## config.mk

```make
export PLATFORM = sky130hd
export DESIGN_NAME = bp_gshare_btb
export DESIGN_NICKNAME = d
export VERILOG_FILES = /design/src/rtl/bp_pkg.sv /design/src/rtl/bp_sat_counter.sv /design/src/rtl/bp_gshare_btb.sv
export SDC_FILE = /design/constraint.sdc
export NUM_CORES = 1
export LEC_CHECK = 0
export CAP_MARGIN = 20
export CORE_MARGIN = 2
export CORE_UTILIZATION = 36
export DETAILED_ROUTE_END_ITERATION = 16
export GPL_TIMING_DRIVEN = 0
export PLACE_DENSITY = 0.52
export SYNTH_ARGS = -nofsm -noshare
export SYNTH_HDL_FRONTEND = slang
export SYNTH_SLANG_ARGS = --single-unit
export TNS_END_PERCENT = 10
```

## constraint.sdc

```tcl
create_clock -name clk -period 22.9 [get_ports clk]
set_input_delay 4.58 -clock clk [delete_from_list [all_inputs] [get_ports clk]]
set_output_delay 4.58 -clock clk [all_outputs]
set_load 0.01 [all_outputs]
```

## src/rtl/bp_pkg.sv

```systemverilog
// Shared types and constants for the gshare/bimodal branch predictor.
package bp_pkg;

  typedef logic [1:0] ctr_t;

  localparam ctr_t        CNT_WEAK_NT = 2'b01;
  localparam int unsigned PC_STEP     = 4;

  typedef enum logic {INIT, RUN} state_e;

endpackage

```

## src/rtl/bp_sat_counter.sv

```systemverilog
// 2-bit saturating counter next-state function used to train the PHT.
module bp_sat_counter
  import bp_pkg::*;
(
  input  logic [1:0] cnt_i,
  input  logic       taken_i,
  output logic [1:0] cnt_o
);

  always_comb begin
    cnt_o = cnt_i;
    if (taken_i) begin
      if (cnt_i != 2'b11) cnt_o = ctr_t'(cnt_i + 2'd1);
    end else begin
      if (cnt_i != 2'b00) cnt_o = ctr_t'(cnt_i - 2'd1);
    end
  end

endmodule

```

## src/rtl/bp_gshare_btb.sv

```systemverilog
// Fetch-stage direction predictor (bimodal or gshare PHT) with a direct-mapped tagged BTB.
// Tables are swept to a known state after reset before lookups and updates are accepted.
module bp_gshare_btb
  import bp_pkg::*;
#(
  parameter int unsigned PC_W      = 32,
  parameter int unsigned IDX_W     = 6,
  parameter int unsigned GHR_W     = 6,
  parameter int unsigned BTB_IDX_W = 4,
  parameter int unsigned MODE      = 1
) (
  input  logic            clk,
  input  logic            rst,
  output logic            ready,
  input  logic            lookup_valid,
  input  logic [PC_W-1:0] lookup_pc,
  output logic            pred_valid,
  output logic            pred_hit,
  output logic            pred_taken,
  output logic [PC_W-1:0] pred_target,
  input  logic            upd_valid,
  input  logic [PC_W-1:0] upd_pc,
  input  logic            upd_taken,
  input  logic [PC_W-1:0] upd_target
);

  localparam int unsigned SWP_W = (IDX_W > BTB_IDX_W) ? IDX_W : BTB_IDX_W;
  localparam int unsigned TAG_W = PC_W - BTB_IDX_W - 2;
  localparam int unsigned PHT_N = 1 << IDX_W;
  localparam int unsigned BTB_N = 1 << BTB_IDX_W;

  state_e           state_q, state_d;
  logic [SWP_W-1:0] swp_q, swp_d;
  logic [GHR_W-1:0] ghr_q;

  ctr_t             pht_q       [PHT_N];
  logic [BTB_N-1:0] btb_valid_q;
  logic [TAG_W-1:0] btb_tag_q   [BTB_N];
  logic [PC_W-1:0]  btb_tgt_q   [BTB_N];

  logic [IDX_W-1:0]     lk_pidx, up_pidx;
  logic [BTB_IDX_W-1:0] lk_bidx, up_bidx;
  logic [TAG_W-1:0]     lk_tag, up_tag;
  logic                 lk_hit, lk_taken;
  logic [PC_W-1:0]      lk_target;
  logic [1:0]           up_cnt_d;

  assign ready = (state_q == RUN);

  // History is only folded into the index in gshare mode.
  assign lk_pidx = lookup_pc[IDX_W+1:2] ^ ((MODE != 0) ? IDX_W'(ghr_q) : '0);
  assign up_pidx = upd_pc[IDX_W+1:2] ^ ((MODE != 0) ? IDX_W'(ghr_q) : '0);
  assign lk_bidx = lookup_pc[BTB_IDX_W+1:2];
  assign up_bidx = upd_pc[BTB_IDX_W+1:2];
  assign lk_tag  = lookup_pc[PC_W-1:BTB_IDX_W+2];
  assign up_tag  = upd_pc[PC_W-1:BTB_IDX_W+2];

  assign lk_hit    = btb_valid_q[lk_bidx] && (btb_tag_q[lk_bidx] == lk_tag);
  assign lk_taken  = lk_hit && pht_q[lk_pidx][1];
  assign lk_target = lk_taken ? btb_tgt_q[lk_bidx] : lookup_pc + PC_W'(PC_STEP);

  logic unused_upd_pc;
  assign unused_upd_pc = ^upd_pc[1:0];

  bp_sat_counter u_sat_counter (
    .cnt_i   (pht_q[up_pidx]),
    .taken_i (upd_taken),
    .cnt_o   (up_cnt_d)
  );

  always_comb begin
    state_d = state_q;
    swp_d   = swp_q;
    case (state_q)
      INIT: begin
        swp_d = swp_q + SWP_W'(1);
        if (&swp_q) state_d = RUN;
      end
      RUN: ;
    endcase
  end

  always_ff @(posedge clk) begin
    if (rst) begin
      state_q     <= INIT;
      swp_q       <= '0;
      ghr_q       <= '0;
      pred_valid  <= 1'b0;
      pred_hit    <= 1'b0;
      pred_taken  <= 1'b0;
      pred_target <= '0;
    end else begin
      state_q    <= state_d;
      swp_q      <= swp_d;
      pred_valid <= ready && lookup_valid;
      if (ready && lookup_valid) begin
        pred_hit    <= lk_hit;
        pred_taken  <= lk_taken;
        pred_target <= lk_target;
      end
      if (state_q == INIT) begin
        ghr_q <= '0;
      end else if (upd_valid) begin
        ghr_q <= GHR_W'({ghr_q, upd_taken});
      end
    end
  end

  // Lookups above read these arrays combinationally, so same-cycle updates are read-before-write.
  always_ff @(posedge clk) begin
    if (!rst) begin
      if (state_q == INIT) begin
        pht_q[swp_q[IDX_W-1:0]]           <= CNT_WEAK_NT;
        btb_valid_q[swp_q[BTB_IDX_W-1:0]] <= 1'b0;
      end else if (upd_valid) begin
        pht_q[up_pidx] <= up_cnt_d;
        if (upd_taken) begin
          btb_valid_q[up_bidx] <= 1'b1;
          btb_tag_q[up_bidx]   <= up_tag;
          btb_tgt_q[up_bidx]   <= upd_target;
        end
      end
    end
  end

endmodule

```

# Word level (Yosys, flattened, before mapping)
# Memory sizes are Yosys's and may differ from the RTL's.
# Index checks and enable logic that the tools add are counted.
# op_classes
add_sub_neg	4
order_cmp	5
n_eq_ne	4
mux	30
bitwise	7
n_reduce_logical	10
# ops
operator	count
two-way mux 16 bit	3
adder 32 x 3 -> 32 bit (second input constant)	1
two-way mux 32 bit	1
== test 26 bit	1
two-way mux 1 bit	18
bitwise AND 16 bit	1
inverter 16 bit	1
bitwise OR 16 bit	1
< comparator 4 x 5 -> 1 bit (second input constant)	3
XOR 6 bit	2
demux 1 bit (select 4 bit)	2
>= comparator 4 x 1 -> 1 bit (second input constant)	2
two-way mux 2 bit	4
adder 6 x 1 -> 6 bit (second input constant)	1
two-way mux 6 bit	1
inequality test 2 bit (second input constant)	3
AND reduction 6 bit	1
logical AND 1 bit	5
binary-select mux 1 bit (select 4 bit)	1
OR reduction 2 bit	2
AND reduction 3 bit	1
adder 2 x 1 -> 2 bit (second input constant)	1
inverter 1 bit	2
nonzero test 2 bit	1
subtractor 2 x 1 -> 2 bit (second input constant)	1
# totals
register_bits	64
mem_bits_rw	1056
memories	3
# memory_table
name	depth	word_bits	rd	rd_clocked_by_memory_dff	write_ports	line_no	rtl
btb_tgt_q	16	32	1	0	1	bp_gshare_btb.sv:39	logic [PC_W-1:0] btb_tgt_q [BTB_N];
btb_tag_q	16	26	1	0	1	bp_gshare_btb.sv:38	logic [TAG_W-1:0] btb_tag_q [BTB_N];
pht_q	64	2	2	0	1	bp_gshare_btb.sv:36	ctr_t pht_q [PHT_N];

# Longest topological paths before layout
# Gate-level depths: netlist (run 1).
# logic_depth
word_depth	8
mapped_depth	16

# Hierarchy
# Synthesis (run 1) repeated with hierarchy kept, for this count alone.
# hier_totals
cells_unflattened	2390
area_unflattened_um2	45919.0
# by_module_without_submodules
module	instances	cells_per_inst	area_per_inst_um2	seq_area_each_um2
bp_gshare_btb	1	2387	45892.8	33151.8
bp_sat_counter	1	3	26.3	0.0

# Least setup slack after synthesis (run 1)
# Ideal clock, no wire load.
# synth_timing
kind	input-to-reg
start	input port upd_pc[2]
end	memory pht_q[0][0] in the netlist's numbering, data pin
setup_ps	702
arrival_time_ps	9611
required_time_ps	22198
path_slack_ps	12587
path_stages	8
cell_sequence	xor2_1 buf_2 mux4_2 mux4_2 mux4_2 inv_1 a21oi_1 o21ai_0
# synth_between
elab_chain_cells	6
word_cells_on_any_way	10
# synth_lines
element	line_no	rtl
start, declared	bp_gshare_btb.sv:22	input logic [PC_W-1:0] upd_pc,
XOR 6 bit *	bp_gshare_btb.sv:52	assign up_pidx = upd_pc[IDX_W+1:2] ^ ((MODE != 0) ? IDX_W'(ghr_q) : '0);
memory read (64 x 2 bit) *	n/a	
subtractor 2 x 1 -> 2 bit (tied with other cells)	bp_sat_counter.sv:15	if (cnt_i != 2'b00) cnt_o = ctr_t'(cnt_i - 2'd1);
two-way mux 2 bit, on equally long branches	bp_sat_counter.sv:15, bp_sat_counter.sv:13	
two-way mux 2 bit *	bp_sat_counter.sv:12	if (taken_i) begin
two-way mux 2 bit (no line) *	n/a	
end, declared	bp_gshare_btb.sv:36	
# Mark *: on every way between the ends. The rest lies on a longest branch, timed or not.

# Final worst setup path (run 1)
# layout_timing
start	input port lookup_pc[4]
end	register pred_target[31]
# layout_between
elab_chain_cells	5
word_cells_on_any_way	11
# layout_lines
element	line_no	rtl
start, declared	bp_gshare_btb.sv:16	input logic [PC_W-1:0] lookup_pc,
memory read (16 x 26 bit) or binary-select mux 1 bit (select 4 bit) (tied branches)	n/a	
== test 26 bit or two-way mux 1 bit (tied branches)	bp_gshare_btb.sv:58	assign lk_hit = btb_valid_q[lk_bidx] && (btb_tag_q[lk_bidx] == lk_tag);
logical AND 1 bit	bp_gshare_btb.sv:58	
logical AND 1 bit	bp_gshare_btb.sv:59	assign lk_taken = lk_hit && pht_q[lk_pidx][1];
two-way mux 32 bit *	bp_gshare_btb.sv:60	assign lk_target = lk_taken ? btb_tgt_q[lk_bidx] : lookup_pc + PC_W'(PC_STEP);
end signal, assigned	bp_gshare_btb.sv:99	pred_target <= lk_target;
end, declared	bp_gshare_btb.sv:20	output logic [PC_W-1:0] pred_target,
# Mark *: on every way between the ends. The rest lies on a longest branch, timed or not. The select of a mux whose other input is x is not followed.
# A chain may end at the register's enable or synchronous reset.

==> results.md, run 1 <==
* Outcome: completed
* Synth top cells by count: edfxtp_1, mux4_2, nor2_1
* Area growth, synth to finish at 18.5%
* Vias/cell at 5.68
* Yosys warning total at 0
* Antenna violations before repair at 20
* Final worst clock skew at 56.3 ps
* Fin cells at 4481
* DP Wirelength at around 96000 µm
* R2r endpoint: pht_q[40][0]
* Crit path DAT at 9590 ps
* Post-Route WL at 138000 µm
* Share of the synthesized area in the top cell type at 69.9%
* Initial DRT Pass Iterations at 6
* Crit. End Element: flip-flop
* CTS tree: built
* CP startpoint kind: input pin
* Setup violators final at 0
* Post-synth EDFFs at 1072
* All-Layer GR Usage at between 20% and 30%
* Period Utilization, post-route at 39.1%
* Crit Path Max Fanout at 10
* Port bufs at 117
* Clock Pin Slew Worst Setup and Hold Paths at about 60 ps
* Clk sinks at 1120
* End point of the critical path: pred_target[31]
* Post-cts resize count at 0
* Leak at between 0.015 and 0.02 µW
* Top post-synthesis cells by area: edfxtp_1, mux4_2, mux2i_1
* Die area at about 130000 µm²
* Crit path kind: input pin to flip-flop
* TritonCTS Buffers at 113
* Mapped Nets at 2511
* Adder-Cell Fraction of Synth Area at less than 1%
* Largest net degree at the start of global routing at 45
* Syn Area/Cell at 19.2 µm²
* Iter 0 DRT Violations at about 3200
* Wire length per cell at about 30 µm
* Mux contribution to synthesized area at between 10% and 20%
* Hold Crit Class: flip-flop to flip-flop
* Clock Path Buffers at 3
* Yosys reg bits at 1120
* DRC viols at 0
* Number of instances in the placed design at 4264
* Die W at 362 µm
* Largest family of logic cells by synthesized area: multiplexers
* Setup TNS at 0 ps
* # fillers at 11000
* Share of cells above drive strength 1 at 23.0%
* I/O pins at about 140
* Required time worst endpoint at 23540 ps
* Final hold violations at 0
* Vias at 25500
* Register area share after synthesis at 72.0%
* Compound-Gate Fraction of Synth Area at 3.18%
* Reg2reg path depth at 10
* Fin crit period at 8950 ps
* Die height at 362 µm
* Max-cap viol count at 0
* Post-Synth Simple-Gate Area at 4.27%
* Worst r2r src: ghr_q[0]
* Reg-to-reg slack, setup at 17960 ps
* Power density cells at 80.0 nW/µm²
* Post-CTS setup buffer count at 0
* Cell area after synthesis at 46100 µm²
* Async set or reset register ratio after synthesis at 0%
* Core area at 127000 µm²
* # hold bufs at CTS at 0
* Peak supply drop at roughly 67 µV
* Floorplan row count at 131
* H-Tree Depth at 3
* Critical Path Source: lookup_pc[4]
* Fmax at between 100 and 150 MHz
* Effective utilization at floorplan at 36.2%
* GRT overflow at 0
* Slew @ Worst Pin at 1070 ps
* Cells after Synth at 2405
* Clock latency on the worst-skew pair at 740 ps
* Global-route wire length before repair at a little under 200000 µm
* Synth Flop Type: edfxtp_1
* RSZ-0062 raised after global routing: false
* Netlist cell types at around 80
* Area leader, netlist: edfxtp_1
* Slew HR at 28.9%
* Root buf cell: clkbuf_16
* Nets at 2823
* Post-route ant nets at 0
* Slew Limit Fails at 0
* XOR/XNOR Fraction of Synth Area at approximately 1.2%
* Gpl congestion at 0.874
* Vias in the first global route at 25600
* Most common cell in the netlist: edfxtp_1
-- report_power, final --
group	internal [µW]	leakage, µW	total [µW]	switching (µW)
clock	1070	0.00182	1870	796
combinational	97.8	0.00550	252	154
sequential	2240	0.0103	2240	2.26
total	3410	0.0176	4370	953
-- registers in the layout (all words and copies together), names as in the netlist --
| register | count |
|---|---|
| btb_valid_q | 16 |
| ready | 1 |
| btb_tgt_q | 512 |
| ghr_q | 6 |
| pred_taken | 1 |
| pred_valid | 1 |
| pht_q | 128 |
| swp_q | 6 |
| btb_tag_q | 416 |
| pred_hit | 1 |
| pred_target | 32 |
-- cells by family after synthesis --
logic type | Yosys count
adders and majority gates | 5
buffers and inverters | 158
AOI/OAI and AO/OA | 196
xor gates and xnor gates | 62
and+or+nand+nor | 422
DFF | 1120
muxes | 442
-- cell usage in the layout (no fill, tap or decap), types with 12 or more instances in the layout --
master / netlist / routed
edfxtp_1: 1072 / 1072
mux4_2: 287 / 287
nor2_1: 179 / 167
mux2i_1: 141 / 141
clkdlybuf4s50_1: 0 / 117
clkbuf_16: 0 / 115
clkbuf_1: 69 / 108
nand2_1: 83 / 83
nand3_1: 51 / 51
dfxtp_1: 48 / 48
xnor2_1: 47 / 47
buf_6: 15 / 45
a21oi_1: 37 / 36
buf_2: 36 / 36
a211oi_1: 32 / 32
buf_12: 1 / 28
nor2b_1: 20 / 20
inv_1: 19 / 19
a22oi_1: 19 / 19
clkinv_2: 0 / 17
buf_4: 11 / 14
nor3_1: 18 / 14
xor2_1: 13 / 13
a22o_1: 13 / 13
nand4_1: 13 / 13
buf_16: 0 / 13
nor2_4: 0 / 12
mux2_2: 12 / 12
-- metrics by stage --
stage | hold WS [ps] | utilization, % | setup WS [ps] | total power, µW | area (µm²)
finish | 511 | 42.9 | 13950 | 4370 | 54600
global route | 566 | 42.9 | 13860 | 4490 | 54600
CTS | 503 | 42.9 | 14030 | 4400 | 54600
detailed placement | 495 | 39.9 | 13240 | 2540 | 50800
global placement | 499 | 38.7 | 5240 | 2530 | 49300
floorplan | 473 | - | 12590 | 2430 | 46100
-- how the worst min path moves through the flow --
stage	end	start	depth (start not counted)	slack, ps
2_1_floorplan	pred_target[17]	pred_target[17]	2	470
3_3_place_gp	pred_target[31]	pred_target[31]	2	500
3_5_place_dp	pred_target[31]	pred_target[31]	2	490
4_1_cts	pred_target[31]	pred_target[31]	2	500
5_1_grt	pred_target[31]	pred_target[31]	2	570
6_report	pred_target[31]	pred_target[31]	2	510
-- cell type report --
type | count | area (µm²) | share of cell area, %
antenna | 4 | 10.0 | 0.0183
buffer | 138 | 756 | 1.38
clock buffer | 164 | 3160 | 5.79
clock inverter | 49 | 593 | 1.09
inverter | 20 | 75.1 | 0.138
multi-input combinational | 1127 | 12200 | 22.4
sequential | 1120 | 33200 | 60.7
tap | 1662 | 2080 | 3.81
timing repair buffer | 197 | 2530 | 4.64
-- routing by layer --
metal	vias to the layer above	global-route usage [%]	wire length, µm
met4	22	4.18	2310
met5	-	0	127
met1	13600	30.8	61400
met3	173	4.54	11300
li1	10500	-	-
met2	1156	32.6	63100
-- critical path: stages --
cell,delay [ps]
clkdlybuf4s50_1,610
buf_2,290
buf_2,380
buf_2,460
buf_2,430
clkbuf_1,570
nand4_1,340
nor3_1,570
nand2_1,330
nor2_1,300
nand3_1,130
xnor2_1,250
mux2i_1,110
a211oi_1,230
Power figures use the tool's default switching activity.
==> inputs of run 2 (changes only) <==
--- a/config.mk
+++ b/config.mk
@@ -10,7 +10,7 @@
 export CORE_UTILIZATION = 36
 export DETAILED_ROUTE_END_ITERATION = 16
 export GPL_TIMING_DRIVEN = 0
-export PLACE_DENSITY = 0.52
+export PLACE_DENSITY = 0.54
 export SYNTH_ARGS = -nofsm -noshare
 export SYNTH_HDL_FRONTEND = slang
 export SYNTH_SLANG_ARGS = --single-unit
==> constraint.sdc (replaced) <==
create_clock -name clk -period 8.2 [get_ports clk]
set_input_delay 1.64 -clock clk [delete_from_list [all_inputs] [get_ports clk]]
set_output_delay 1.64 -clock clk [all_outputs]
set_load 0.01 [all_outputs]
==> results.md, run 2 (same netlist as run 1, synthesis figures left out) <==
* Final WS setup at 2090 ps
* Die height at 362 µm
* Area growth, synth to finish at 18.3%
* HP Start: pred_target[26]
* All-Layer GR Usage at 20.9%
* Antenna violations before repair at 17
* Most frequent cells in the layout: edfxtp_1, mux4_2, nor2_1
* Hold Crit Class: flip-flop to flip-flop
* Nets at 2822
* DP Wirelength at 94800 µm
* Top reg by flops: btb_tgt_q
* RSZ-0062 raised after global routing: false
* Post-cts resize count at 0
* Gr busiest metal: met2
* Vias in the first global route at 25500
* I/O pins at between 100 and 150
* # hold bufs at CTS at 0
* Gpl congestion at between 0.8 and 0.9
* Met3 Use GR at 4.51%
* Period Utilization, post-route at 74.5%
* Port bufs at ~120
* Post-route ant nets at 0
* Critical Path Source: lookup_pc[4]
* Post-Route WL at 137000 µm
* H-Tree Depth at 3
* Clock Path Buffers at 3
* Worst r2r src: ghr_q[0]
* Max-cap viol count at 0
* Top flop regs: btb_tgt_q (512), btb_tag_q (416), pht_q (128)
* M2 GR Usage at 32.4%
* Required time worst endpoint at about 8800 ps
* Iter 0 DRT Violations at 3204
* Pwr Total at 12200 µW
* Crit. End Element: flip-flop
* Fin util at 42.8%
* Crit Path Max Fanout at 10
* Largest net degree at the start of global routing at around 40
* Hold path endpoint: pred_target[26]
* Clock Pin Slew Worst Setup and Hold Paths at around 70 ps
* Effective utilization at floorplan at 36.2%
* Clk sinks at 1120
* GR Layer Usage met1 at 30.1%
* Power density cells at 224 nW/µm²
* Pre-CTS WS at 1440 ps
* Max FFs per register at between 500 and 600
* Crit path DAT at 6750 ps
* Wire length per cell at 30.7 µm
* DRC viols at 0
* Final worst clock skew at 51.4 ps
* Vias at 25600
* Leak at approximately 0.018 µW
* # fillers at around 11000
* Root buf cell: clkbuf_16
* Slew @ Worst Pin at ~1200 ps
* R2r endpoint: pht_q[26][0]
* Outcome: completed
* Slew Limit Fails at 0
* Fmax at roughly 160 MHz
* TritonCTS Buffers at 113
* Reg2reg path depth at 10
* Post-CTS setup buffer count at 0
* Hold slack at 541 ps
* Peak supply drop at 161 µV
* CP startpoint kind: input pin
* Setup violators final at 0
* Share of cells above drive strength 1 at 22.9%
* Die area at 131000 µm²
* Core area at between 100000 and 150000 µm²
* Reg-to-reg slack, setup at about 3300 ps
* Final hold violations at 0
* CTS tree: built
* GRT overflow at 0
* Hold Crit Depth at 2
* Commonest non-fill, non-tap cell in the layout: edfxtp_1
* Global-route wire length before repair at approximately 190000 µm
* Floorplan row count at 131
* Crit path kind: input pin to flip-flop
* Fin crit period at 6110 ps
* Slew HR at 18.1%
* Die W at 362 µm
* Vias/cell at 5.72
* Clock latency on the worst-skew pair at 730 ps
* Initial DRT Pass Iterations at 6
## run 2: changes by cell type in the layout (fill, tap and decap cells not counted), sizes merged
cell and delta:
diode -2, clkinv +12, bufinv +4, clkbuf -24, inv +3, buf -1
## run 2: metal layers
layer	share of wire (%)	up-vias
met5	0.092	-
met2	46	1236
li1	-	10500
met1	43	13600
met4	2.2	24
met3	8.4	209
## run 2: report_power, final
part           switching, µW  internal [µW]
logic                    430            273
registers               6.59           6260
clock network           2210           3040
## run 2: worst max path at each step
| stage | endpoint | depth (start not counted) | slack [ps] |
|---|---|---|---|
| CTS | pred_target[31] | 14 | 2190 |
| floorplan | pht_q[0][0] | 8 | 830 |
| detailed placement | pred_target[31] | 14 | 1440 |
| global placement | btb_tgt_q[8][17] | 7 | -6220 |
| finish | pred_target[31] | 14 | 2090 |
| global route | pht_q[43][0] | 10 | 2020 |
## run 2: layout make-up
| type | instances | area, µm² | area share, % |
|---|---|---|---|
| diodes | 2 | 5.00 | 0.00918 |
| flip-flops and latches | 1120 | 33200 | 60.8 |
| plain buffers | 138 | 756 | 1.39 |
| well taps | 1662 | 2080 | 3.81 |
| multi-input cells | 1127 | 12200 | 22.4 |
| inverters | 20 | 75.1 | 0.138 |
| clock inverters | 68 | 758 | 1.39 |
| clock buffers | 140 | 3010 | 5.52 |
| repair buffers | 196 | 2460 | 4.52 |
## run 2: worst max-delay path: stages
cell and delay [ps]:
clkdlybuf4s50_1 630, buf_2 290, buf_2 370, buf_2 430, buf_2 420, clkbuf_1 580, nand4_1 330, nor3_1 570
nand2_1 310, nor2_1 280, nand3_1 180, xnor2_1 310, mux2i_1 150, a211oi_1 250
## run 2: through the flow
step	instance area (µm²)	setup TNS [ps]	instances
floorplan	46100	0	2405
global placement	49300	-3029700	4184
detailed placement	50700	0	4262
CTS	54500	0	4470
global route	54500	0	4472
finish	54500	0	4473
